[config.mk]
export PLATFORM = sky130hd
export DESIGN_NAME = uart_rx_fifo
export DESIGN_NICKNAME = d
export VERILOG_FILES = /design/src/rtl/uart_rx_pkg.sv /design/src/rtl/uart_rx_fifo_mem.sv /design/src/rtl/uart_rx_fifo.sv
export SDC_FILE = /design/constraint.sdc
export NUM_CORES = 1
export LEC_CHECK = 0
export ABC_CLOCK_PERIOD_IN_PS = 4400
export BUFFER_PORTS_ARGS = -buffer_cell sky130_fd_sc_hd__buf_2
export CELL_PAD_IN_SITES_DETAIL_PLACEMENT = 0
export CELL_PAD_IN_SITES_GLOBAL_PLACEMENT = 1
export CORE_ASPECT_RATIO = 1.25
export CORE_UTILIZATION = 35
export DETAILED_ROUTE_END_ITERATION = 6
export PLACE_DENSITY_LB_ADDON = 0.1
export SETUP_SLACK_MARGIN = 0.5
export SLEW_MARGIN = 25
export SYNTH_ARGS = -nofsm -noshare
export SYNTH_HDL_FRONTEND = slang
export SYNTH_SLANG_ARGS = --single-unit
export TNS_END_PERCENT = 100
[constraint.sdc]
create_clock -name clk_i -period 4.4 [get_ports clk_i]
set_input_delay 0.44 -clock clk_i [delete_from_list [all_inputs] [get_ports clk_i]]
set_output_delay 0.44 -clock clk_i [all_outputs]
set_load 0.01 [all_outputs]
[src/rtl/uart_rx_pkg.sv]
// rtl/uart_rx_pkg.sv - receiver state type and default divisor shared by the uart_rx_fifo files
package uart_rx_pkg;

    typedef enum logic [2:0] {
        ST_IDLE   = 3'd0,
        ST_START  = 3'd1,
        ST_DATA   = 3'd2,
        ST_PARITY = 3'd3,
        ST_STOP   = 3'd4
    } rx_state_t;

    // 100 MHz / 57600 baud / 16 oversampling
    localparam logic [15:0] CLKDIV_DEFAULT = 16'd108;

endpackage

[src/rtl/uart_rx_fifo_mem.sv]
// rtl/uart_rx_fifo_mem.sv - synchronous FIFO storage with pointers and occupancy count
module uart_rx_fifo_mem #(
    parameter int DEPTH = 16,
    parameter int WIDTH = 8
) (
    input  logic                   i_clk,
    input  logic                   i_rst,
    input  logic                   i_push,
    input  logic [WIDTH-1:0]       i_data,
    input  logic                   i_pop,
    output logic [WIDTH-1:0]       o_data,
    output logic                   o_valid,
    output logic                   o_full,
    output logic [$clog2(DEPTH):0] o_count
);

    localparam int AW = $clog2(DEPTH);

    logic [WIDTH-1:0] r_mem [DEPTH];
    logic [AW-1:0]    r_wptr;
    logic [AW-1:0]    r_rptr;
    logic [AW:0]      r_count;
    logic             w_do_push;
    logic             w_do_pop;

    assign o_valid   = (r_count != '0);
    assign o_full    = (r_count == (AW+1)'(DEPTH));
    assign w_do_pop  = i_pop && o_valid;
    // a pop in the same cycle frees the slot, so a full FIFO still accepts
    assign w_do_push = i_push && (!o_full || w_do_pop);
    assign o_data    = o_valid ? r_mem[r_rptr] : '0;
    assign o_count   = r_count;

    always_ff @(posedge i_clk) begin
        if (w_do_push) begin
            r_mem[r_wptr] <= i_data;
        end
    end

    always_ff @(posedge i_clk) begin
        if (i_rst) begin
            r_wptr  <= '0;
            r_rptr  <= '0;
            r_count <= '0;
        end else begin
            if (w_do_push) begin
                r_wptr <= r_wptr + AW'(1);
            end
            if (w_do_pop) begin
                r_rptr <= r_rptr + AW'(1);
            end
            case ({w_do_push, w_do_pop})
                2'b10:   r_count <= r_count + (AW+1)'(1);
                2'b01:   r_count <= r_count - (AW+1)'(1);
                default: r_count <= r_count;
            endcase
        end
    end

endmodule

[src/rtl/uart_rx_fifo.sv]
// rtl/uart_rx_fifo.sv - 16x oversampled UART receiver feeding a byte FIFO
// UART_RX_PARITY_EN adds an even-parity bit between data and stop.
module uart_rx_fifo
    import uart_rx_pkg::*;
#(
    parameter logic [15:0] CLKDIV_RESET = CLKDIV_DEFAULT,
    parameter int          FIFO_DEPTH   = 16
) (
    input  logic                        clk_i,
    input  logic                        rst_i,
    input  logic                        srx_pad_i,
    input  logic [15:0]                 clkdiv_i,
    output logic [7:0]                  dat_o,
    output logic                        valid_o,
    input  logic                        ready_i,
    output logic [$clog2(FIFO_DEPTH):0] count_o,
    output logic                        framing_err_o,
    output logic                        overrun_o,
    output logic                        parity_err_o
);

`ifdef UART_RX_PARITY_EN
    localparam rx_state_t DATA_NEXT = ST_PARITY;
`else
    localparam rx_state_t DATA_NEXT = ST_STOP;
`endif

    logic        r_sync1;
    logic        r_sync2;
    logic [15:0] r_div;
    logic [15:0] r_tick_cnt;
    rx_state_t   r_state;
    logic [3:0]  r_bit_cnt;
    logic [3:0]  r_nbits;
    logic [7:0]  r_shift;
    logic        r_framing_err;
    logic        r_overrun;
    logic        w_rx;
    logic        w_tick;
    logic        w_stop_tick;
    logic        w_push;
    logic        w_pop;
    logic        w_full;
    logic        w_par_drop;

    assign w_rx        = r_sync2;
    // >= rather than == so a divisor lowered while idle cannot strand the counter
    assign w_tick      = (r_tick_cnt >= r_div);
    assign w_stop_tick = w_tick && (r_state == ST_STOP) && (r_bit_cnt == 4'd7);
    assign w_push      = w_stop_tick && w_rx && !w_par_drop;
    assign w_pop       = valid_o && ready_i;

    always_ff @(posedge clk_i) begin
        if (rst_i) begin
            r_sync1    <= 1'b1;
            r_sync2    <= 1'b1;
            r_div      <= CLKDIV_RESET;
            r_tick_cnt <= '0;
        end else begin
            r_sync1    <= srx_pad_i;
            r_sync2    <= r_sync1;
            r_tick_cnt <= w_tick ? 16'd0 : r_tick_cnt + 16'd1;
            if (r_state == ST_IDLE) begin
                r_div <= clkdiv_i;
            end
        end
    end

    always_ff @(posedge clk_i) begin
        if (rst_i) begin
            r_state   <= ST_IDLE;
            r_bit_cnt <= '0;
            r_nbits   <= '0;
            r_shift   <= '0;
        end else if (w_tick) begin
            case (r_state)
                ST_IDLE: begin
                    if (!w_rx) begin
                        r_state   <= ST_START;
                        r_bit_cnt <= '0;
                    end
                end
                ST_START: begin
                    if (r_bit_cnt == 4'd7) begin
                        r_bit_cnt <= '0;
                        r_nbits   <= '0;
                        r_state   <= w_rx ? ST_IDLE : ST_DATA;
                    end else begin
                        r_bit_cnt <= r_bit_cnt + 4'd1;
                    end
                end
                ST_DATA: begin
                    r_bit_cnt <= r_bit_cnt + 4'd1;
                    if (r_bit_cnt == 4'd7) begin
                        r_shift <= {w_rx, r_shift[7:1]};
                        r_nbits <= r_nbits + 4'd1;
                    end
                    if (r_bit_cnt == 4'd15 && r_nbits == 4'd8) begin
                        r_state <= DATA_NEXT;
                    end
                end
`ifdef UART_RX_PARITY_EN
                ST_PARITY: begin
                    r_bit_cnt <= r_bit_cnt + 4'd1;
                    if (r_bit_cnt == 4'd15) begin
                        r_state <= ST_STOP;
                    end
                end
`endif
                ST_STOP: begin
                    // leave mid stop bit so a back-to-back start edge is not missed
                    if (r_bit_cnt == 4'd7) begin
                        r_state   <= ST_IDLE;
                        r_bit_cnt <= '0;
                    end else begin
                        r_bit_cnt <= r_bit_cnt + 4'd1;
                    end
                end
                default: begin
                    r_state   <= ST_IDLE;
                    r_bit_cnt <= '0;
                end
            endcase
        end
    end

`ifdef UART_RX_PARITY_EN
    logic r_par_bad;
    logic r_parity_err;
    logic w_par_tick;
    logic w_par_mismatch;

    assign w_par_tick     = w_tick && (r_state == ST_PARITY) && (r_bit_cnt == 4'd7);
    assign w_par_mismatch = ^{r_shift, w_rx};
    assign w_par_drop     = r_par_bad;
    assign parity_err_o   = r_parity_err;

    always_ff @(posedge clk_i) begin
        if (rst_i) begin
            r_par_bad    <= 1'b0;
            r_parity_err <= 1'b0;
        end else begin
            r_parity_err <= w_par_tick && w_par_mismatch;
            if (w_par_tick) begin
                r_par_bad <= w_par_mismatch;
            end else if (w_tick && r_state == ST_START) begin
                r_par_bad <= 1'b0;
            end
        end
    end
`else
    assign w_par_drop   = 1'b0;
    assign parity_err_o = 1'b0;
`endif

    always_ff @(posedge clk_i) begin
        if (rst_i) begin
            r_framing_err <= 1'b0;
            r_overrun     <= 1'b0;
        end else begin
            r_framing_err <= w_stop_tick && !w_rx;
            r_overrun     <= w_push && w_full && !w_pop;
        end
    end

    assign framing_err_o = r_framing_err;
    assign overrun_o     = r_overrun;

    uart_rx_fifo_mem #(
        .DEPTH (FIFO_DEPTH),
        .WIDTH (8)
    ) u_mem (
        .i_clk   (clk_i),
        .i_rst   (rst_i),
        .i_push  (w_push),
        .i_data  (r_shift),
        .i_pop   (ready_i),
        .o_data  (dat_o),
        .o_valid (valid_o),
        .o_full  (w_full),
        .o_count (count_o)
    );

endmodule

==> flow_summary.yaml, run 1 <==
yosys:
  syn-num-nets: 664
  post_synth_num_cell_types: 56
  synth_edf_count: 128
  ys_dominant_reg_cell: "sky130_fd_sc_hd__edfxtp_1"
  synthesis.area_um2: 8480
  synth-async-reset-ratio_pct: 0
  syn-mean-instance-area_um2: 13.8
  yosysWarnings: 0
  total_of_flip_flops_plus_latches_after_synthesis: 200
  synth_cells: 615
  seq_area_frac_synth_pct: 62.3
place:
  port-buffer-count: 35
  total_half_perimeter_wirelength_after_legalization_and_detailed_placement_mm: 12.5
  globalplace.congestion: 0.740
  placedInstanceArea_um2: 9090
floorplan:
  effective_utilization_at_floorplan_pct: 35.7
  die-area_um2: 24900
  core.rowCount: 63
  core-area_um2: 23700
  fp.dieH_um: 176
  number_of_top_level_pins: 37
  die_width_um: 141
clock_network:
  post_cts_setup_buffer_count: 0
  hold_buffers: 0
  maximum_count_of_clock_buffers_along_a_single_path: 2
  cts.reportedPaths.clkPinSlew_ps: 80
  cts_tree: "done"
  number_of_cells_upsized_or_downsized_after_cts: 0
  number_of_levels_the_h_tree_was_split_into: 4
  cts.sink_count: 200
  cts_made_buffers: 17
  clkLatencyLatePin_ps: 440
  clockRootBuffer: "sky130_fd_sc_hd__clkbuf_16"
power_and_ir_drop:
  p_sw_mw: 1.25
  comb_power_share_pct: 18.6
  p_sw_share_pct: 27.8
  power_density_nw_per_um2: 463
  power.leakage_nw: 3.38
  power_internal_mw: 3.24
  vdd.ir_drop.worst_mv: 0.269
  sequentialPowerShare_pct: 46.5
  clock_share_of_power_pct: 34.9
route:
  viasPerCell: 4.86
  route.final.wire_length_mm: 18.3
  drc: 0
  ant_nets: 0
  drt_iter0_drc: 247
  dr_total_vias: 4822
  drt_pass1_iterations: 4
  detail_route.wl_per_cell_um: 18.4
global_route:
  grt_antenna_before_repair: 0
  grt_first_pass_wirelength_mm: 28.8
  grt_start_max_net_pins: 56
  grt_use_total_pct: 15.8
  first_global_vias: 5123
  gr-total-overflow: 0
setup_path:
  critical_path_required_ps: 4770
  path_max_fanout: 5
  cp_slowest_cell: "sky130_fd_sc_hd__a2111oi_1"
  critPathCaptureType: "flop"
  crit_type: "flop to flop"
  crit_family: "compound AO/OA/AOI/OAI gates"
  crit_path_cell_trace: "inv_1, ha_1, nand2b_1, a2111oi_1, o32a_4, a21oi_1, nor2_1, inv_1, fa_1, nor2b_1, o21ai_0, nand2b_1, nor3_1, or3_1, a21oi_1"
  critPathBufInv: 2
  worst-endpoint-arrival_ps: 3860
  startpoint_type: "flop"
  crit_path_max_incr_delay_ps: 570
cells_and_area:
  num_antenna_cells: 0
  final_layout_size_suffix_gt1_share_pct: 20.7
  num-nets-final: 704
  filler_cell_count: 2246
  syn_to_final_growth_pct: 14.1
  fin_area_um2: 9670
sta:
  tightestPinTransition_ps: 766
  rsz0062_at_grt: "false"
  final_critical_path_time_including_i_o_delays_and_setup_ps: 3500
  layout_worst_path_cycle_share_pct: 79.5
  timing_hold_violations_final: 0
  clock-skew-final_ps: 12.1
  slew_violations: 0
  setup_violations: 0
  achievable-frequency_mhz: 286
  worst_slew_margin_rel_pct: 48.6
  final.setup.tns_ps: 0
job:
  timing.max_cap.violations: 0
worst_hold_path:
  hold_path.class: "primary input to flop"
status:
  outcome: "completed"
-- final timing paths --
path                               startpoint                to  slack [ps]  depth (start not counted)
worst min register to register        r_sync1           r_sync2         420                          1
worst max register to register  r_tick_cnt[0]  u_mem.o_count[4]         900                         15
worst min-delay path                srx_pad_i           r_sync1         180                          2
worst max-delay path            r_tick_cnt[0]  u_mem.o_count[4]         900                         15
-- registers in the layout, summed over array words and instances (netlist names), named ones only --
signal and cells:
framing_err_o 1, overrun_o 1, r_bit_cnt 4, r_div 16, r_nbits 4, r_shift 8, r_state 3, r_sync1 1
r_sync2 1, r_tick_cnt 16, u_mem.o_count 5, u_mem.r_mem 128, u_mem.r_rptr 4, u_mem.r_wptr 4
-- through the flow --
stage / hold slack [ps] / setup WS [ps] / power (mW) / utilization (%) / instances
CTS: 165 / 911 / 4.54 / 40.8 / 993
global placement: 403 / 1020 / 2.98 / 38.3 / 961
global route: 179 / 602 / 4.69 / 40.8 / 993
floorplan: 389 / 1250 / 2.68 / - / 615
detailed placement: 400 / 937 / 2.98 / 38.3 / 961
finish: 183 / 902 / 4.48 / 40.8 / 993
-- cell usage in the layout, fill, tap and decap left out, types with 2 or more instances in the layout --
| master | Yosys | layout |
|---|---|---|
| sky130_fd_sc_hd__nand4_1 | 8 | 8 |
| sky130_fd_sc_hd__or4_1 | 3 | 3 |
| sky130_fd_sc_hd__xor2_1 | 10 | 10 |
| sky130_fd_sc_hd__nor3_2 | 1 | 2 |
| sky130_fd_sc_hd__nor4_2 | 0 | 4 |
| sky130_fd_sc_hd__or2_2 | 2 | 2 |
| sky130_fd_sc_hd__a31oi_1 | 2 | 2 |
| sky130_fd_sc_hd__a211o_1 | 7 | 7 |
| sky130_fd_sc_hd__inv_8 | 0 | 3 |
| sky130_fd_sc_hd__a21boi_2 | 2 | 2 |
| sky130_fd_sc_hd__dfxtp_1 | 72 | 71 |
| sky130_fd_sc_hd__and3_1 | 5 | 5 |
| sky130_fd_sc_hd__mux2i_1 | 11 | 11 |
| sky130_fd_sc_hd__a211oi_1 | 3 | 3 |
| sky130_fd_sc_hd__buf_4 | 3 | 12 |
| sky130_fd_sc_hd__ha_1 | 28 | 28 |
| sky130_fd_sc_hd__a21oi_1 | 29 | 29 |
| sky130_fd_sc_hd__nor2_1 | 61 | 61 |
| sky130_fd_sc_hd__or3_1 | 7 | 7 |
| sky130_fd_sc_hd__and2_1 | 9 | 9 |
| sky130_fd_sc_hd__o41ai_1 | 2 | 2 |
| sky130_fd_sc_hd__clkinvlp_4 | 0 | 3 |
| sky130_fd_sc_hd__inv_6 | 0 | 4 |
| sky130_fd_sc_hd__clkinv_8 | 0 | 2 |
| sky130_fd_sc_hd__clkbuf_16 | 0 | 17 |
| sky130_fd_sc_hd__xnor2_1 | 10 | 10 |
| sky130_fd_sc_hd__mux2_2 | 2 | 2 |
| sky130_fd_sc_hd__o21ai_0 | 9 | 9 |
| sky130_fd_sc_hd__nand2b_1 | 5 | 5 |
| sky130_fd_sc_hd__buf_2 | 3 | 35 |
| sky130_fd_sc_hd__nor4_1 | 6 | 2 |
| sky130_fd_sc_hd__inv_1 | 35 | 35 |
| sky130_fd_sc_hd__nor3_1 | 4 | 3 |
| sky130_fd_sc_hd__nand3_1 | 7 | 7 |
| sky130_fd_sc_hd__nand2_1 | 45 | 45 |
| sky130_fd_sc_hd__nor2b_1 | 12 | 12 |
| sky130_fd_sc_hd__edfxtp_1 | 128 | 128 |
| sky130_fd_sc_hd__mux4_2 | 40 | 40 |
| sky130_fd_sc_hd__a21o_1 | 2 | 2 |
-- cell type report --
| cell class | count | area [um2] | share of cell area, % |
|---|---|---|---|
| Sequential cell | 200 | 5290 | 54.7 |
| Multi-Input combinational cell | 353 | 2980 | 30.8 |
| Clock inverter | 14 | 158 | 1.63 |
| Inverter | 35 | 131 | 1.36 |
| Timing Repair Buffer | 48 | 285 | 2.95 |
| Clock buffer | 18 | 429 | 4.44 |
| Tap cell | 325 | 407 | 4.20 |
-- metal layers --
| metal | wire, um | share of wire (%) | vias up | track usage, % |
|---|---|---|---|---|
| li1 | - | - | 2342 | - |
| met1 | 7660 | 42 | 2388 | 18.0 |
| met2 | 9850 | 54 | 67 | 29.4 |
| met3 | 420 | 2.3 | 25 | 2.90 |
| met4 | 353 | 1.9 | 0 | 5.66 |
| met5 | 0 | 0 | - | 0 |
-- kinds of logic after synthesis --
logic type	count (synthesis)	synth area share (%)
AO/OA/AOI/OAI	68	5.59
XOR/XNOR	20	2.07
adder cells (fa/ha/maj)	29	4.37
buffers and inverters	62	2.92
flip-flops	200	62.3
multiplexers	54	12.4
other	1	0.0442
AND/OR/NAND/NOR	181	10.3
-- power groups by stage --
| stage | logic [mW] | clock network [mW] | registers (mW) |
|---|---|---|---|
| floorplan | 0.592 | 0 | 2.09 |
| CTS | 0.854 | 1.60 | 2.09 |
| global placement | 0.849 | 0 | 2.13 |
| finish | 0.831 | 1.57 | 2.08 |
| detailed placement | 0.849 | 0 | 2.13 |
| global route | 0.917 | 1.68 | 2.10 |
-- cell usage after synthesis, drive strengths merged (9+ instances only) --
| library cell | n | area, um2 |
|---|---|---|
| dfxtp | 72 | 1440 |
| nand2 | 45 | 169 |
| nor2b | 12 | 75.1 |
| ha | 28 | 350 |
| mux4 | 40 | 901 |
| mux2i | 12 | 124 |
| o21ai | 10 | 50.0 |
| nor2 | 62 | 235 |
| edfxtp | 128 | 3840 |
| clkbuf | 20 | 75.1 |
| nand4 | 9 | 62.6 |
| and2 | 9 | 56.3 |
| a21oi | 29 | 145 |
| xnor2 | 10 | 87.6 |
| inv | 35 | 131 |
| xor2 | 10 | 87.6 |
No activity file was read; power rests on OpenSTA's default activity.
==> inputs of run 2 (changes only) <==
--- a/config.mk
+++ b/config.mk
@@ -5,7 +5,7 @@
 export SDC_FILE = /design/constraint.sdc
 export NUM_CORES = 1
 export LEC_CHECK = 0
-export ABC_CLOCK_PERIOD_IN_PS = 4400
+export ABC_CLOCK_PERIOD_IN_PS = 3200
 export BUFFER_PORTS_ARGS = -buffer_cell sky130_fd_sc_hd__buf_2
 export CELL_PAD_IN_SITES_DETAIL_PLACEMENT = 0
 export CELL_PAD_IN_SITES_GLOBAL_PLACEMENT = 1
==> constraint.sdc (replaced) <==
create_clock -name clk_i -period 3.2 [get_ports clk_i]
set_input_delay 0.32 -clock clk_i [delete_from_list [all_inputs] [get_ports clk_i]]
set_output_delay 0.32 -clock clk_i [all_outputs]
set_load 0.01 [all_outputs]
==> run 2 against run 1 <==
Effect of this change:
- critical endpoint unchanged
- global-route usage about the same
- flip-flop and latch count stayed put
- largest cell class unchanged
- critical path type unchanged
- count of clock-buffer cells in the layout shrank 1
- die area is the same
- total power up 48%
- combinational power up 100%
==> flow_summary.yaml, run 2 (synthesis results as in run 1) <==
route:
  drt_pass1_iterations: 4
  dr_total_vias: 5027
  route.final.wire_length_mm: 18.6
  drc: 0
  detail_route.wl_per_cell_um: 18.0
  viasPerCell: 4.86
  ant_nets: 0
  drt_iter0_drc: 248
place:
  port-buffer-count: 35
  total_half_perimeter_wirelength_after_legalization_and_detailed_placement_mm: 12.4
  placed_cells: 975
  globalplace.congestion: 0.751
global_route:
  first_global_vias: 5208
  grt_use_total_pct: 15.8
  grt_antenna_before_repair: 1
  grt_start_max_net_pins: 56
  grt_first_pass_wirelength_mm: 29.2
  gr-total-overflow: 0
floorplan:
  core-area_um2: 23700
  number_of_top_level_pins: 37
  core.rowCount: 63
  fp.dieH_um: 176
  die_width_um: 141
  effective_utilization_at_floorplan_pct: 35.7
  die-area_um2: 24900
power_and_ir_drop:
  sequentialPowerShare_pct: 42.7
  total_power_mw: 6.64
  vdd.ir_drop.worst_mv: 0.378
  clock_share_of_power_pct: 32.2
  p_sw_mw: 1.90
  power_internal_mw: 4.74
  power.leakage_nw: 3.72
  comb_power_share_pct: 25.1
  p_sw_share_pct: 28.7
  power_density_nw_per_um2: 630
cells_and_area:
  most_frequent_standard_cell_in_the_layout_excluding_fill_and_tap_cells: "sky130_fd_sc_hd__edfxtp_1"
  top_register: "u_mem.r_mem"
  most-common-layout-cells: "128 x sky130_fd_sc_hd__edfxtp_1, 57 x sky130_fd_sc_hd__dfxtp_1, 55 x sky130_fd_sc_hd__nor2_1, 44 x sky130_fd_sc_hd__nand2_1, 40 x sky130_fd_sc_hd__mux4_2"
  largest_reg_flops: 128
  num_antenna_cells: 0
  final_layout_size_suffix_gt1_share_pct: 33.0
  num-nets-final: 745
  syn_to_final_growth_pct: 24.3
  filler_cell_count: 2167
  final_core_util_pct: 44.4
  largest_registers: "u_mem.r_mem (128), r_div (16), r_tick_cnt (16)"
  instances_no_fill: 1034
sta:
  final.setup.tns_ps: 0
  fin_hold_ws_ps: 61.2
  layout_worst_path_cycle_share_pct: 94.2
  achievable-frequency_mhz: 332
  final_critical_path_time_including_i_o_delays_and_setup_ps: 3020
  slew_violations: 0
  tightestPinTransition_ps: 666
  setup_violations: 0
  rsz0062_at_grt: "true"
  timing_hold_violations_final: 0
  worst_slew_margin_rel_pct: 55.6
  clock-skew-final_ps: 19.2
setup_path:
  worst_r2r_path_depth: 15
  crit_path_frequent_cell: "sky130_fd_sc_hd__inv_1"
  critPathCaptureType: "flop"
  crit_type: "flop to flop"
  crit_path_max_incr_delay_ps: 410
  path_max_fanout: 4
  crit-reg2reg-capture: "u_mem.o_count[4]"
  startpoint_type: "flop"
  crit_path_cell_trace: "inv_1, ha_1, nand2b_4, a2111oi_4, o32a_4, a21oi_4, nor2_4, inv_1, fa_2, nor2b_1, o21ai_1, nand2b_1, nor3_1, or3_1, a21oi_2"
  cp_slowest_cell: "sky130_fd_sc_hd__a2111oi_4"
  worst-endpoint-arrival_ps: 3370
  reg2reg_setup_slack_ps: 180
  critical_path_required_ps: 3560
  rr_startpoint: "r_tick_cnt[0]"
clock_network:
  clockRootBuffer: "sky130_fd_sc_hd__clkbuf_16"
  cts_tree: "done"
  clkLatencyLatePin_ps: 440
  cts.reportedPaths.clkPinSlew_ps: 80
  maximum_count_of_clock_buffers_along_a_single_path: 2
  cts_made_buffers: 17
  number_of_levels_the_h_tree_was_split_into: 4
  cts.sink_count: 200
worst_hold_path:
  hold-path-cell-count: 2
  hold_path_end: "r_sync1"
  hold_path.startpoint: "srx_pad_i"
  hold_path.class: "primary input to flop"
job:
  timing.max_cap.violations: 0
status:
  outcome: "completed"
-- run 2: cell types whose count changed in the layout (fill, tap and decap cells not counted), moves of 9 or more --
| cell | previous run | this run |
|---|---|---|
| sky130_fd_sc_hd__buf_4 | 12 | 31 |
| sky130_fd_sc_hd__buf_6 | 0 | 14 |
| sky130_fd_sc_hd__dfxtp_1 | 71 | 57 |
| sky130_fd_sc_hd__dfxtp_2 | 1 | 13 |
| sky130_fd_sc_hd__ha_1 | 28 | 18 |
| sky130_fd_sc_hd__ha_4 | 0 | 9 |
-- run 2: worst max-delay path by stage --
| stage | slack [ps] | cells past startpoint | startpoint | end |
|---|---|---|---|---|
| floorplan | 370 | 6 | r_tick_cnt[11] | u_mem.r_mem[0][0] |
| global placement | 150 | 14 | r_div[11] | u_mem.o_count[4] |
| detailed placement | 110 | 13 | r_tick_cnt[11] | u_mem.o_count[4] |
| CTS | 180 | 14 | r_div[14] | u_mem.o_count[4] |
| global route | 50 | 15 | r_tick_cnt[0] | u_mem.o_count[4] |
| finish | 180 | 15 | r_tick_cnt[0] | u_mem.o_count[4] |
-- run 2: layout make-up --
class | instances | area [um2] | area share (%)
Clock buffer | 17 | 425 | 4.04
Inverter | 35 | 131 | 1.25
Clock inverter | 15 | 166 | 1.58
Sequential cell | 200 | 5310 | 50.4
Timing Repair Buffer | 88 | 803 | 7.62
Tap cell | 325 | 407 | 3.86
Multi-Input combinational cell | 354 | 3300 | 31.3
-- run 2: critical path, delay by kind of cell, from the launching register on --
family          cells  cell delay [ps]
compound gates      5              880
simple gates        6              960
buf+inv             2              120
fa+ha+maj           2              620
flops               1              350
-- run 2: routing by layer --
layer	vias up	part of all wire (%)	global-route usage, %
met4	2	1.2	4.62
met3	17	2.4	3.23
met5	-	0.043	0
met1	2510	41	18.0
li1	2434	-	-
met2	64	55	29.5
-- run 2: what timing repair did --
item,4_1_cts,5_1_grt
resized for setup,59,45
buffers inserted,11,11
setup endpoints to repair,126,160
cloned,3,2
hold buffers,0,0
pin swaps,19,14
-- run 2: power groups by stage --
stage	Clock, mW	Sequential (mW)	Combinational [mW]
6_report	2.14	2.84	1.67
3_5_place_dp	0	2.88	1.25
4_1_cts	2.21	2.84	1.59
5_1_grt	2.31	2.85	1.80
3_3_place_gp	0	2.88	1.24
2_1_floorplan	0	2.88	0.842
-- run 2: metrics by stage --
stage,area [um2],setup slack (ps)
finish,10500,185
global route,10500,50.5
CTS,10300,176
detailed placement,9230,108
global placement,9230,150
floorplan,8540,365
